===== src/rtl/busb_skid_mux_if.sv =====
`default_nettype none
// +-----------------------------------------------------------------------------
// | busb_skid_mux_if : source/select request and bus-B delivery signals
// | Revision 1.0
// +-----------------------------------------------------------------------------
interface busb_skid_mux_if #(
  parameter int DATA_W  = 16,
  parameter int NUM_SRC = 8,
  parameter int SEL_W   = 3,
  parameter int CNT_W   = 16
);
  logic [NUM_SRC*DATA_W-1:0] src;
  logic [SEL_W-1:0]          flagb;
  logic                      sext;
  logic                      in_valid;
  logic                      in_ready;
  logic [DATA_W-1:0]         busb;
  logic                      busb_valid;
  logic                      busb_ready;
  logic                      sel_err;
  logic                      err_clr;
  logic [CNT_W-1:0]          xfer_cnt;

  modport master (
    output src, flagb, sext, in_valid, busb_ready, err_clr,
    input  in_ready, busb, busb_valid, sel_err, xfer_cnt
  );

  modport slave (
    input  src, flagb, sext, in_valid, busb_ready, err_clr,
    output in_ready, busb, busb_valid, sel_err, xfer_cnt
  );
endinterface
`default_nettype wire


===== src/rtl/busb_skid_mux.sv =====
`default_nettype none
// +-----------------------------------------------------------------------------
// | busb_skid_mux : registered bus-B source selector with 2-entry skid buffer
// | Revision 1.0
// +-----------------------------------------------------------------------------
module busb_skid_mux #(
  parameter int          DATA_W      = 16,
  parameter int          NUM_SRC     = 8,
  parameter int          SEL_W       = 3,
  parameter int          NARROW_W    = 8,
  parameter logic [15:0] NARROW_MASK = 16'h00C0,
  parameter int          CNT_W       = 16
) (
  input  wire logic       clk,
  input  wire logic       rst_n,
  busb_skid_mux_if.slave  bus
);

  logic [DATA_W-1:0] w_word;
  logic              w_illegal;
  logic              w_accept;
  logic              w_out_hs;

  logic [DATA_W-1:0] r_busb;
  logic              r_busb_valid;
  logic [DATA_W-1:0] r_skid;
  logic              r_skid_full;
  logic              r_sel_err;
  logic [CNT_W-1:0]  r_xfer_cnt;

  // Any select with no matching slot stays flagged illegal and yields zero.
  always_comb begin
    w_word    = '0;
    w_illegal = 1'b1;
    for (int i = 0; i < NUM_SRC; i++) begin
      if (bus.flagb == SEL_W'(i)) begin
        w_illegal = 1'b0;
        if (NARROW_MASK[i]) begin
          w_word = {{(DATA_W-NARROW_W){bus.sext & bus.src[i*DATA_W+NARROW_W-1]}},
                    bus.src[i*DATA_W +: NARROW_W]};
        end else begin
          w_word = bus.src[i*DATA_W +: DATA_W];
        end
      end
    end
  end

  assign w_accept = bus.in_valid & ~r_skid_full;
  assign w_out_hs = r_busb_valid & bus.busb_ready;

  always_ff @(posedge clk or negedge rst_n) begin
    if (!rst_n) begin
      r_busb       <= '0;
      r_busb_valid <= 1'b0;
      r_skid       <= '0;
      r_skid_full  <= 1'b0;
    end else if (r_skid_full && bus.busb_ready) begin
      r_busb       <= r_skid;
      r_busb_valid <= 1'b1;
      r_skid_full  <= 1'b0;
    end else if (w_accept && (!r_busb_valid || bus.busb_ready)) begin
      r_busb       <= w_word;
      r_busb_valid <= 1'b1;
    end else if (w_accept) begin
      r_skid       <= w_word;
      r_skid_full  <= 1'b1;
    end else if (w_out_hs) begin
      r_busb_valid <= 1'b0;
    end
  end

  // Set has priority over clear when both happen in one cycle.
  always_ff @(posedge clk or negedge rst_n) begin
    if (!rst_n) begin
      r_sel_err <= 1'b0;
    end else if (w_accept && w_illegal) begin
      r_sel_err <= 1'b1;
    end else if (bus.err_clr) begin
      r_sel_err <= 1'b0;
    end
  end

  always_ff @(posedge clk or negedge rst_n) begin
    if (!rst_n) begin
      r_xfer_cnt <= '0;
    end else if (w_out_hs) begin
      r_xfer_cnt <= r_xfer_cnt + CNT_W'(1);
    end
  end

  assign bus.in_ready   = ~r_skid_full;
  assign bus.busb       = r_busb;
  assign bus.busb_valid = r_busb_valid;
  assign bus.sel_err    = r_sel_err;
  assign bus.xfer_cnt   = r_xfer_cnt;

endmodule
`default_nettype wire


===== src/flat_wrapper.sv =====
// flat-port wrapper written by rule: the top's interface ports become plain ports
module busb_skid_mux_flat 
#(
  parameter int          DATA_W      = 16,
  parameter int          NUM_SRC     = 8,
  parameter int          SEL_W       = 3,
  parameter int          NARROW_W    = 8,
  parameter logic [15:0] NARROW_MASK = 16'h00C0,
  parameter int          CNT_W       = 16
)
  (clk, rst_n, bus_src, bus_flagb, bus_sext, bus_in_valid, bus_busb_ready, bus_err_clr, bus_in_ready, bus_busb, bus_busb_valid, bus_sel_err, bus_xfer_cnt);
  busb_skid_mux_if #(.DATA_W(DATA_W), .NUM_SRC(NUM_SRC), .SEL_W(SEL_W), .CNT_W(CNT_W)) bus_i ();
  input  wire logic clk;
  input  wire logic rst_n;
  input wire logic [$bits(bus_i.src)-1:0] bus_src;
  input wire logic [$bits(bus_i.flagb)-1:0] bus_flagb;
  input wire logic [$bits(bus_i.sext)-1:0] bus_sext;
  input wire logic [$bits(bus_i.in_valid)-1:0] bus_in_valid;
  input wire logic [$bits(bus_i.busb_ready)-1:0] bus_busb_ready;
  input wire logic [$bits(bus_i.err_clr)-1:0] bus_err_clr;
  output wire logic [$bits(bus_i.in_ready)-1:0] bus_in_ready;
  output wire logic [$bits(bus_i.busb)-1:0] bus_busb;
  output wire logic [$bits(bus_i.busb_valid)-1:0] bus_busb_valid;
  output wire logic [$bits(bus_i.sel_err)-1:0] bus_sel_err;
  output wire logic [$bits(bus_i.xfer_cnt)-1:0] bus_xfer_cnt;
  assign bus_i.src = bus_src;
  assign bus_i.flagb = bus_flagb;
  assign bus_i.sext = bus_sext;
  assign bus_i.in_valid = bus_in_valid;
  assign bus_i.busb_ready = bus_busb_ready;
  assign bus_i.err_clr = bus_err_clr;
  assign bus_in_ready = bus_i.in_ready;
  assign bus_busb = bus_i.busb;
  assign bus_busb_valid = bus_i.busb_valid;
  assign bus_sel_err = bus_i.sel_err;
  assign bus_xfer_cnt = bus_i.xfer_cnt;
  busb_skid_mux #(.DATA_W(DATA_W), .NUM_SRC(NUM_SRC), .SEL_W(SEL_W), .NARROW_W(NARROW_W), .NARROW_MASK(NARROW_MASK), .CNT_W(CNT_W)) u_core (.clk(clk), .rst_n(rst_n), .bus(bus_i));
endmodule

===== config.mk =====
export PLATFORM = sky130hd
export DESIGN_NAME = busb_skid_mux_flat
export DESIGN_NICKNAME = d
export VERILOG_FILES = /design/src/rtl/busb_skid_mux_if.sv /design/src/rtl/busb_skid_mux.sv /design/src/flat_wrapper.sv
export SDC_FILE = /design/constraint.sdc
export NUM_CORES = 1
export LEC_CHECK = 0
export BUFFER_PORTS_ARGS = -buffer_cell sky130_fd_sc_hd__buf_2
export CAP_MARGIN = 15
export CELL_PAD_IN_SITES_DETAIL_PLACEMENT = 1
export CELL_PAD_IN_SITES_GLOBAL_PLACEMENT = 1
export CORE_MARGIN = 5
export CORE_UTILIZATION = 36
export CTS_BUF_LIST = sky130_fd_sc_hd__clkbuf_4 sky130_fd_sc_hd__clkbuf_8
export DETAILED_ROUTE_END_ITERATION = 8
export GPL_TIMING_DRIVEN = 0
export PLACE_DENSITY = 0.87
export SYNTH_ARGS = -nofsm -noshare
export SYNTH_HDL_FRONTEND = slang
export SYNTH_SLANG_ARGS = --single-unit

===== constraint.sdc =====
create_clock -name clk -period 2.65 [get_ports clk]
set_input_delay 0.1325 -clock clk [delete_from_list [all_inputs] [get_ports clk]]
set_output_delay 0.1325 -clock clk [all_outputs]
set_load 0.01 [all_outputs]

After elaboration in Yosys (flattened, before gate mapping) --
Index checks and enable logic that the tools add are counted.
Storage, ports and cells: register bits 51, bits in latches 0, bits in writable memories 0, ROM bits 0, memories kept 0
Operators by class: $add $sub $neg 1, multiply operators 0, divide/modulo/power cells 0, $lt $le $gt $ge 0, eq/ne operators 9, shift operators 0, muxes and demuxes 27, bitwise logic cells 7, reduce and logical (&&, ||, !) cells 13
Operators with widths (number):
- $mux W16 | 10
- $mux W1 | 17
- $add A16 B1 Y16 const B | 1
- $eq A3 B3 Y1 const B | 4
- $eq A3 B2 Y1 const B | 2
- $reduce_bool A2 Y1 | 3
- $and A1 B1 Y1 | 4
- $reduce_and A2 Y1 | 2
- $eq A3 B1 Y1 const B | 1
- $logic_and A1 B1 Y1 | 3
- $logic_not A3 Y1 | 1
- $ne A3 B3 Y1 const B | 1
- $not A1 Y1 | 3
- $reduce_and A3 Y1 | 1
- $reduce_bool A3 Y1 | 1
- $ne A2 B1 Y1 const B | 1
- $logic_not A1 Y1 | 1
- $logic_or A1 B1 Y1 | 1

Longest topological paths before layout --
Gate-level depths: netlist of run 1.
depth after elaboration 11, mapped depth 7, gate-level depth less buffers 5

Worst setup path before layout of run 1 --
OpenSTA, ideal clock, no wires.
path type reg-to-reg, start register u_core.r_busb_valid (netlist: u_core.bus.busb_valid), end register u_core.r_busb[14] (netlist: u_core.bus.busb[14]), data arrival time 1.268 ns, slack 1.251 ns, stages on the path, launching flop included 6, buffers on the path 1, clock period less this slack 1.399 ns, path through dfrtp_1 nor2_1 o22ai_2 clkbuf_1 a221oi_1 a21oi_1
Between the ends: cells in the longest elaborated chain, start to end 4
Ends and longest elaborated chain:
- from (decl) | RTL line busb_skid_mux.sv:25 | logic r_busb_valid;
- from (signal assigned) | RTL line busb_skid_mux.sv:54 | r_busb_valid <= 1'b0;
- from (signal assigned) | RTL line busb_skid_mux.sv:59 | r_busb_valid <= 1'b1;
- from (signal assigned) | RTL line busb_skid_mux.sv:63 | r_busb_valid <= 1'b1;
- $logic_not A1 Y1 | RTL line busb_skid_mux.sv:61 | end else if (w_accept && (!r_busb_valid || bus.busb_ready)) begin
- $logic_or A1 B1 Y1 | RTL line busb_skid_mux.sv:61
- $logic_and A1 B1 Y1 | RTL line busb_skid_mux.sv:61
- $reduce_bool A2 Y1 (no source line)
- to (signal assigned) | RTL line busb_skid_mux.sv:58 | r_busb <= r_skid;
- to (signal assigned) | RTL line busb_skid_mux.sv:62 | r_busb <= w_word;
- to (decl) | RTL line busb_skid_mux.sv:24 | logic [DATA_W-1:0] r_busb;
No other way between the ends. A chain may end at the register's enable or synchronous reset.

Final worst setup path of run 1 --
start register u_core.r_busb_valid (netlist: u_core.bus.busb_valid), end register u_core.r_busb[7] (netlist: u_core.bus.busb[7])
The elaborated chain is that of the path after synthesis.

==> impl_results.md, run 1 <==
* Status: complete, no violations
* P per Cell Area at 585 nW/um2
* CP delay by family, top: compound AO/OA/AOI/OAI gates
* Worst endpoint required time at around 2900 ps
* Slowest Stage Delay on Critical Path at 490 ps
* WS Path Type: register to register
* Area grow syn2layout at 31.9%
* Die width at 105 um
* Overall Global Routing Usage at 0.204
* Worst setup SP type: register
* Sequential-to-total area share from yosys stat at 0.396
* Via count at about 3400
* Setup WS pre-CTS at 947 ps
* Fraction of registers with async set or reset after synthesis at 1.00
* H-tree depth at 2
* Register area at 1280 um2
* Leak at 2.08 nW
* Syn Std Cell Area at 3220 um2
* Power share of the clock group at 0.183
* CP arrival at about 2000 ps
* Per-cell routed wire length at 18.8 um
* Warnings from Yosys at 0
* Hold WS at around 130 ps
* VDD IR max at 0.209 mV
* DR pass1 iterations at 4
* Clk buf depth at 2
* Max frequency at 0.574 GHz
* Bufs and invs on worst path at 1
* Die area at roughly 11000 um2
* Slowest cell on crit path: dfrtp_1
* Initial antenna violation count at 0
* # nets final at 630
* Die Y at 105 um
* Detailed Route WL at 11.3 mm
* Count leader, synth: dfrtp_1
* Dominant synthesized flop cell: dfrtp_1
* Part of the power in registers at 0.467
* Clock Pin Slew Worst Setup and Hold Paths at ~90 ps
* Fillers at ~1100
* Number of synthesized register bits at 51
* Core box area at 8720 um2
* Rel. slew slack at 0.527
* Comb pwr share at 0.350
* Most frequent cells after synthesis: dfrtp_1, a21oi_1, nor2_1
* Post-CTS Setup Bufs at 0
* Largest net degree at the start of global routing at 52
* Post-synthesis cell type count at 43
* Total nets after synthesis at 467
* Largest area contributor in the netlist: dfrtp_1
* Core Rows at 34
* Net switching power at a little over 0.0009 W
* Total grt overflow at 0
* First-pass GRT wire length at around 18 mm
* Post-synth EDFFs at 0
* RSZ-0062 raised after global routing: false
* Port bufs at ~150
* Clock Root Buffer: clkbuf_8
* Hold crit path type: input port to register
* Critical Path Stages at 5
* Clock Latency Late Sink at 330 ps
* Crit end category: register
* Final setup margin at 908 ps
* Post-route setup TNS at 0 ps
* Worst-Margin Slew at 706 ps
* Fin crit share at 0.657
* Worst Path Max Fanout at 10
* Share of layout cells above drive strength 1 at 0.385
* TritonCTS buffer count at 5
* Boundary Pins at around 170
* Final Hold Vio Count at 0
* Switch share at 0.370
* Vias in the first global route at 3644
* Minimum clock period at 1740 ps
* Detailed-route DRC error count at 0
* Max_cap viols at 0
* Clock Skew at ~19 ps
* Post-DP HPWL at 9.25 mm
* Final setup fails at 0
* Area of the multi-input gates at 1780 um2
* Top area cells in the synthesized netlist: dfrtp_1, mux2i_1, a221oi_1, a2bb2oi_1, a21oi_1
* Post-DRT Antenna Nets at 0
* R2R cell count at 5
* Slew Limit Fails at 0
* Cell Chain, Critical Path: nor2_1 -> o22ai_2 -> clkbuf_1 -> a221oi_1 -> a21oi_1
* Initial Util at 0.370
* Internal power at about 0.0016 W
* Vias/cell at 5.59
* CTS tree: yes
* Yosys top cell area share at 0.396
* CTS Sinks at 51
* Syn avg cell area at 9.80 um2
* Resized Gates After CTS at 0
* GPL Wtd Cong at 0.875
* Starting DRC count in detailed routing at 175
* Cells after synthesis at around 330
* Diode count at 0
* Hold Path Stages at 3
[tightest hold or removal path: stages]
cell	delay [ps]
buf_2	90
a221oi_2	70
o21ai_1	100
[registers in the layout, summed over array words and instances (netlist names)]
register / count
u_core.bus.busb: 16
u_core.bus.sel_err: 1
u_core.bus.busb_valid: 1
u_core.r_skid: 16
u_core.bus.xfer_cnt: 16
u_core.r_skid_full: 1
[worst paths after layout]
kind	from	to	slack, ps
hold reg to reg	u_core.bus.xfer_cnt[15]$_DFFE_PN0P_	u_core.bus.xfer_cnt[15]$_DFFE_PN0P_	480
hold / removal	bus_src[115]	u_core.bus.busb[3]$_DFFE_PN0P_	130
max in group asynchronous	rst_n	u_core.bus.busb[1]$_DFFE_PN0P_	1940
min in group asynchronous	rst_n	u_core.bus.xfer_cnt[6]$_DFFE_PN0P_	220
setup / recovery	u_core.bus.busb_valid$_DFFE_PN0P_	u_core.bus.busb[7]$_DFFE_PN0P_	910
setup reg to reg	u_core.bus.busb_valid$_DFFE_PN0P_	u_core.bus.busb[7]$_DFFE_PN0P_	910
[area by class of cell]
cell class	count	share of cell area
multi-input cells	243	0.418
flip-flops and latches	51	0.300
repair buffers	156	0.189
well taps	108	0.0318
plain buffers	24	0.0303
clock buffers	5	0.0162
inverters	11	0.00971
clock inverters	3	0.00471
[cells in the final DEF (no fill, tap or decap), types with 4 or more instances in the layout]
| master | instances |
|---|---|
| mux2i_1 | 17 |
| a211oi_1 | 5 |
| clkbuf_8 | 5 |
| o22ai_1 | 5 |
| nor2_1 | 24 |
| o21ai_0 | 10 |
| buf_2 | 163 |
| mux4_2 | 5 |
| inv_1 | 11 |
| o221ai_1 | 8 |
| nand3_1 | 5 |
| xor2_1 | 5 |
| nand2_1 | 17 |
| nor2b_1 | 18 |
| a22oi_1 | 7 |
| a221oi_1 | 18 |
| clkbuf_1 | 8 |
| xnor2_1 | 10 |
| dfrtp_1 | 51 |
| a21oi_1 | 28 |
| o21ai_1 | 4 |
| a2bb2oi_1 | 17 |
| o31ai_1 | 10 |
[timing repair]
item                                    in CTS  in global routing
endpoints found under the setup margin       0                  0
hold buffers                                 1                  1
endpoints found under the hold margin        1                 10
[cell families (layout without fill, tap and decap cells)]
kind of cell / count (synthesis) / after routing / synth area share
fa+ha+maj: 1 / 1 / 0.00388
mux: 25 / 25 / 0.108
compound gates: 118 / 118 / 0.264
simple gates: 84 / 84 / 0.135
buf+inv: 35 / 199 / 0.0528
xor+xnor: 15 / 15 / 0.0408
flops: 51 / 51 / 0.396
[metal layers]
| metal | GRT usage | routed length [um] | up-vias |
|---|---|---|---|
| li1 | - | - | 1576 |
| met1 | 0.252 | 4640 | 1631 |
| met2 | 0.352 | 5640 | 140 |
| met3 | 0.0561 | 877 | 15 |
| met4 | 0.0530 | 142 | 0 |
| met5 | 0 | 0 | - |
[per-stage QoR]
stage,cells,instance area [um2],util,total power (W)
floorplan,329,3220,-,0.00164
global placement,590,4120,0.473,0.00198
detailed placement,590,4120,0.473,0.00205
CTS,599,4220,0.484,0.00250
global route,601,4250,0.488,0.00267
finish,601,4250,0.488,0.00249
[power by group through the flow]
stage          registers [W]  clock network (W)  logic [W]
6_report             0.00116           0.000456   0.000871
5_1_grt              0.00119           0.000510   0.000968
4_1_cts              0.00116           0.000464   0.000879
3_5_place_dp         0.00118                  0   0.000876
3_3_place_gp         0.00115                  0   0.000831
2_1_floorplan        0.00119                  0   0.000453
No activity file was read; power rests on OpenSTA's default activity.
==> inputs of run 2 (changes only) <==
CORE_UTILIZATION = 30   (was 36)
PLACE_DENSITY = 0.77   (was 0.87)
clock period = 1.5 ns   (was 2.65 ns; I/O delays follow)
==> run 2 against run 1 <==
Against the previous run:
- via count shrank 0.95%
- die area rose by 18%
- power increased by 81%
- largest power group unchanged
- clock skew fell by 6.4 ps
- critical endpoint is now u_core.bus.busb[14]$_DFFE_PN0P_
- combinational power up 87%
- wire length rose by 1.7%
- first-iteration DRC count increased by 2.3%
==> impl_results.md, run 2 (same netlist as run 1, synthesis figures left out) <==
* R2R cell count at 5 (unchanged)
* Crit end category: register
* Area grow syn2layout at 37.7%
* P per Cell Area at 1020 nW/um2 (+74%)
* TritonCTS buffer count at 5 (unchanged)
* Worst r2r src: u_core.r_skid_full$_DFFE_PN0P_
* Final Hold Vio Count at 0 (unchanged)
* Final Instance Area at 4440 um2 (+4.4%)
* Worst endpoint required time at 1670 ps (-1210 ps)
* Leak at 2.16 nW (+3.7%)
* Hold crit path type: input port to register
* Vias/cell at 5.29 (-5.5%)
* Most frequent cells in the layout: buf_2, dfrtp_1, a21oi_1, nor2_1
* Status: complete, no violations
* Worst setup SP type: register
* Placed cell area at 4160 um2 (+0.85%)
* GPL Wtd Cong at 0.786 (-10%)
* DR pass1 iterations at 6 (+2)
* WS Path Type: register to register
* WHS Endpoint: u_core.bus.busb[4]$_DFFE_PN0P_
* FF-to-FF End: u_core.bus.busb[14]$_DFFE_PN0P_
* VDD IR max at 0.479 mV (+130%)
* Port bufs at 153 (unchanged)
* Per-cell routed wire length at 18.2 um (-3.0%)
* RSZ-0062 raised after global routing: true
* Post-route setup TNS at 0 ps (unchanged)
* Diode count at 0 (unchanged)
* H-tree depth at 2 (unchanged)
* Via count at 3330 (-0.95%)
* Rel. slew slack at 0.612 (+0.0849)
* CP arrival at 1610 ps (-360 ps)
* Hold Crit Start: bus_src[116]
* Die Y at 114 um (+8.6%)
* Final setup fails at 0 (unchanged)
* Initial Util at 0.309 (-0.0602)
* Boundary Pins at 172 (unchanged)
* Final Util at 0.426 (-0.0615)
* Minimum clock period at 1440 ps (-305 ps)
* Core Rows at 37 (+8.8%)
* Clock Latency Late Sink at 300 ps (-30 ps)
* Post-DRT Antenna Nets at 0 (unchanged)
* Post-DP HPWL at 9.26 mm (+0.17%)
* Vias in the first global route at 3643 (-0.027%)
* Slew Limit Fails at 0 (unchanged)
* CTS Sinks at 51 (unchanged)
* Initial antenna violation count at 0 (unchanged)
* Worst Path Max Fanout at 10 (unchanged)
* Max_cap viols at 0 (unchanged)
* Die area at 12900 um2 (+18%)
* Max frequency at 0.696 GHz (+21%)
* Total grt overflow at 0 (unchanged)
* Fin crit share at 0.958 (+0.301)
* First-pass GRT wire length at 18.5 mm (+0.57%)
* Hold WS at 72.0 ps (-53.7 ps)
* Clock Pin Slew Worst Setup and Hold Paths at 100 ps (about the same)
* Detailed Route WL at 11.5 mm (+1.7%)
* # nets final at 631 (+0.16%)
* Clock Root Buffer: clkbuf_8
* Hold Path Stages at 3 (unchanged)
* Starting DRC count in detailed routing at 179 (+2.3%)
* Clk buf depth at 2 (unchanged)
* Core box area at 10400 um2 (+19%)
* Worst-Margin Slew at 581 ps (-125 ps)
* Clock Skew at 12.7 ps (-6.44 ps)
* Overall Global Routing Usage at 0.176 (-0.0285)
* Die width at 114 um (+8.6%)
* Largest net degree at the start of global routing at 52 (unchanged)
* Detailed-route DRC error count at 0 (unchanged)
* Share of layout cells above drive strength 1 at 0.427 (+0.0417)
* R2R Setup Slk at 60 ps (-840 ps)
* Commonest non-fill, non-tap cell in the layout: buf_2
* CTS tree: yes
* Fillers at 1240 (+18%)
## run 2: cell types whose count changed in the layout (fill, tap and decap cells not counted), moves of 2 or more
| cell | change |
|---|---|
| a221oi_1 | -5 |
| buf_4 | +2 |
| dfrtp_2 | +2 |
| nor2_1 | -3 |
| clkbuf_1 | -5 |
| nor2_4 | +4 |
| nor2b_1 | -2 |
| nor3_4 | +2 |
| a221oi_2 | +5 |
| buf_6 | +2 |
| dfrtp_1 | -2 |
## run 2: per-layer routing
metal | vias to the layer above | wire (um) | track usage | share of wire
met2 | 136 | 5580 | 0.303 | 0.49
li1 | 1581 | - | - | -
met4 | 0 | 144 | 0.0385 | 0.013
met5 | - | 0 | 0 | 0
met3 | 13 | 815 | 0.0419 | 0.071
met1 | 1600 | 4950 | 0.223 | 0.43
## run 2: layout make-up
| cell class | instances | area [um2] | share of cell area |
|---|---|---|---|
| Buffer | 23 | 161 | 0.0364 |
| Clock buffer | 6 | 76.3 | 0.0172 |
| Clock inverter | 2 | 16.3 | 0.00366 |
| Inverter | 11 | 41.3 | 0.00930 |
| Multi-Input combinational cell | 243 | 1870 | 0.422 |
| Sequential cell | 51 | 1280 | 0.288 |
| Tap cell | 136 | 170 | 0.0383 |
| Timing Repair Buffer | 158 | 821 | 0.185 |
## run 2: worst max path at each step
stage	start	endpoint	slack [ps]	cells after the start
2_1_floorplan	u_core.bus.busb_valid$_DFFE_PN0P_	u_core.bus.busb[14]$_DFFE_PN0P_	100	5
3_5_place_dp	u_core.bus.busb_valid$_DFFE_PN0P_	u_core.bus.busb[13]$_DFFE_PN0P_	-240	5
3_3_place_gp	u_core.bus.busb_valid$_DFFE_PN0P_	u_core.bus.busb[12]$_DFFE_PN0P_	-160	5
4_1_cts	u_core.r_skid_full$_DFFE_PN0P_	u_core.bus.busb[13]$_DFFE_PN0P_	-30	5
5_1_grt	u_core.r_skid_full$_DFFE_PN0P_	u_core.bus.busb[14]$_DFFE_PN0P_	-50	5
6_report	u_core.r_skid_full$_DFFE_PN0P_	u_core.bus.busb[14]$_DFFE_PN0P_	60	5
## run 2: critical path, stage by stage, from the launching register on
cell and delay [ps]:
dfrtp_2 480, nor2_4 140, o22ai_4 120, clkbuf_8 200
a221oi_1 290, a21oi_1 70
## run 2: per-stage QoR
step	setup slack [ps]	std cells	power, W
6_report	62.9	630	0.00451
5_1_grt	-49.1	630	0.00484
2_1_floorplan	101	329	0.00289
3_5_place_dp	-245	618	0.00360
4_1_cts	-30.7	627	0.00446
3_3_place_gp	-163	618	0.00351
## run 2: what timing repair did
item / in CTS / in global routing
endpoints found under the setup margin: 34 / 35
gates cloned: 0 / 0
hold buffers: 1 / 1
resized for setup: 16 / 24
endpoints found under the hold margin: 1 / 12
setup buffers: 0 / 2
pin swaps: 0 / 3
## run 2: power by group
group          total [W]  internal (W)  leakage [nW]  switching, W
Sequential       0.00206       0.00173         0.642      0.000332
Combinational    0.00163      0.000786          1.48      0.000848
Clock           0.000819      0.000354        0.0452      0.000465
==> inputs of run 3 (changes only) <==
CAP_MARGIN = unset   (was 15)
CORE_UTILIZATION = 29   (was 30)
CTS_BUF_LIST = unset   (was sky130_fd_sc_hd__clkbuf_4 sky130_fd_sc_hd__clkbuf_8)
PLACE_DENSITY = 0.75   (was 0.77)
==> run 3 against run 2 <==
Against the previous run:
- first-iteration DRC count rose by 15%
- highest routed layer unchanged
- power increased by 2.1%
- critical path type unchanged
- final area increased by 1.1%
- the run now ends with negative hold slack left
- largest cell class unchanged
==> impl_results.md, run 3 (same netlist as run 1, synthesis figures left out) <==
* Status: complete, but fails checks
* Failing checks: negative hold slack
* H-tree depth at 2 (unchanged)
* Final setup fails at 0 (unchanged)
* WS Path Type: register to register
* CTS tree: yes
* Part of the power in registers at 0.452 (-0.004)
* Boundary Pins at 172 (unchanged)
* Commonest non-fill, non-tap cell in the layout: buf_2
* Clock Pin Slew Worst Setup and Hold Paths at 100 ps (about the same)
* Die width at 115 um (+1.6%)
* Worst setup SP type: register
* Vias in the first global route at 3504 (-3.8%)
* RSZ-0062 raised after global routing: true
* Initial Util at 0.296 (-0.0134)
* CTS Sinks at 51 (unchanged)
* Comb pwr share at 0.366 (+0.004)
* Via count at 3323 (-0.21%)
* VDD IR max at 0.669 mV (+40%)
* Max frequency at 0.680 GHz (-2.2%)
* Largest net degree at the start of global routing at 52 (unchanged)
* Area grow syn2layout at 39.3%
* CP arrival at 1650 ps (+40 ps)
* P per Cell Area at 1030 nW/um2 (+0.95%)
* Placed insts at 622 (+0.65%)
* Per-cell routed wire length at 18.3 um (+0.44%)
* Rel. slew slack at 0.230 (-0.382)
* Core box area at 10900 um2 (+4.5%)
* Power share of the clock group at 0.182 (about the same)
* R2R Setup Slk at 30 ps (-30 ps)
* Die area at 13300 um2 (+3.1%)
* Most frequent cells in the layout: buf_2, dfrtp_1, a21oi_1, nor2_1
* Final Hold Vio Count at 15 (+15)
* Core Rows at 38 (+2.7%)
* Starting DRC count in detailed routing at 205 (+15%)
* GPL Wtd Cong at 0.804 (+2.4%)
* Die Y at 115 um (+1.6%)
* Fin crit share at 0.980 (+0.0218)
* Leak at 2.18 nW (+0.98%)
* Worst-Margin Slew at 1150 ps (+574 ps)
* Fillers at 1334 (+7.6%)
* Net switching power at 0.00173 W (+5.0%)
* M1 WL at 4.97 mm (+0.34%)
* Hold crit path type: input port to async pin
* Detailed-route DRC error count at 0 (unchanged)
* Port bufs at 153 (unchanged)
* First-pass GRT wire length at 17.9 mm (-3.1%)
* Max_cap viols at 0 (unchanged)
* Post-DP HPWL at 9.26 mm (about the same)
* Clock Root Buffer: clkbuf_8
* Clock Latency Late Sink at 310 ps (about the same)
* Internal power at 0.00288 W (+0.44%)
* Setup WS pre-CTS at -227 ps (+17.4 ps)
* Detailed Route WL at 11.7 mm (+1.6%)
* Minimum clock period at 1470 ps (+32.8 ps)
* Clk buf depth at 2 (unchanged)
* Share of layout cells above drive strength 1 at 0.451 (+0.0236)
* # nets final at 634 (+0.48%)
* Total grt overflow at 0 (unchanged)
* Non-filler cells, final at 637 (+1.1%)
* Highest metal used: met4
* Vias/cell at 5.22 (-1.3%)
* Worst endpoint required time at 1680 ps (about the same)
* TritonCTS buffer count at 5 (unchanged)
* Clock Skew at 9.05 ps (-3.69 ps)
* Worst Path Max Fanout at 10 (unchanged)
* WL met2 at 5.74 mm (+2.8%)
* Crit end category: register
* WL met3 at 875 um (+7.4%)
* Post-DRT Antenna Nets at 0 (unchanged)
* DR pass1 iterations at 4 (-2)
* Hold WS at -9.18 ps (-81.2 ps)
* Overall Global Routing Usage at 0.169 (-0.00691)
* Initial antenna violation count at 0 (unchanged)
* Diode count at 0 (unchanged)
* Final setup margin at 30.2 ps (-32.8 ps)
* Slew Limit Fails at 0 (unchanged)
* Switch share at 0.375 (+0.0103)
run 3: changes by cell type in the layout (fill, tap and decap cells not counted), sizes merged:
cell	change
buf	+6
clkbuf	-3
clkinv	+1
clkinvlp	-1
dlygate4sd3	-1
inv	+1
run 3: repair_timing:
| action | 4_1_cts | 5_1_grt |
|---|---|---|
| hold endpoints to repair | 1 | 0 |
| buffers inserted | 0 | 7 |
| gates resized for setup | 13 | 36 |
| pin swaps | 0 | 3 |
| setup endpoints to repair | 35 | 38 |
| hold buffers | 1 | 0 |
run 3: worst paths after layout:
kind | from | end | cells after the start
worst max register to register | u_core.r_skid_full$_DFFE_PN0P_ | u_core.bus.busb[14]$_DFFE_PN0P_ | 5
worst max-delay path | u_core.r_skid_full$_DFFE_PN0P_ | u_core.bus.busb[14]$_DFFE_PN0P_ | 5
max in group asynchronous | rst_n | u_core.r_skid_full$_DFFE_PN0P_ | 1
worst min register to register | u_core.r_skid[6]$_DFFE_PN0P_ | u_core.r_skid[6]$_DFFE_PN0P_ | 2
min in group clk | bus_src[116] | u_core.bus.busb[4]$_DFFE_PN0P_ | 3
worst min-delay path | rst_n | u_core.bus.sel_err$_DFFE_PN0P_ | 1
run 3: layout make-up:
| cell class | count | area [um2] | share of cell area |
|---|---|---|---|
| Sequential cell | 51 | 1280 | 0.285 |
| Tap cell | 140 | 175 | 0.0390 |
| Multi-Input combinational cell | 243 | 1920 | 0.428 |
| Inverter | 11 | 41.3 | 0.00920 |
| Clock inverter | 3 | 22.5 | 0.00502 |
| Buffer | 23 | 151 | 0.0337 |
| Timing Repair Buffer | 161 | 828 | 0.185 |
| Clock buffer | 5 | 68.8 | 0.0153 |
run 3: metrics by stage:
step / total power, W / hold WS [ps] / instance area (um2) / utilization / setup TNS [ps]
final: 0.00461 / -9.18 / 4490 / 0.412 / 0
after global routing: 0.00491 / 77.3 / 4490 / 0.412 / -216
after CTS: 0.00447 / 23.9 / 4300 / 0.395 / -110
after detailed placement: 0.00360 / 232 / 4160 / 0.382 / -4490
after global placement: 0.00352 / 228 / 4160 / 0.382 / -3070
after floorplan: 0.00289 / -221 / 3220 / - / 0
run 3: layer usage:
metal,vias up,track usage
met4,0,0.0321
li1,1584,-
met3,6,0.0407
met2,128,0.292
met5,-,0
met1,1605,0.216
run 3: power by group through the flow:
stage	logic, W	registers [W]	clock network [W]
floorplan	0.000800	0.00209	0
global placement	0.00148	0.00204	0
detailed placement	0.00152	0.00208	0
CTS	0.00155	0.00205	0.000865
global route	0.00186	0.00214	0.000910
finish	0.00169	0.00208	0.000838
run 3: worst max-delay path, cell delays in order, from the launching register on:
cell	delay [ps]
dfrtp_2	480
nor2_4	150
o22ai_4	130
buf_4	220
a221oi_2	290
a21oi_1	60
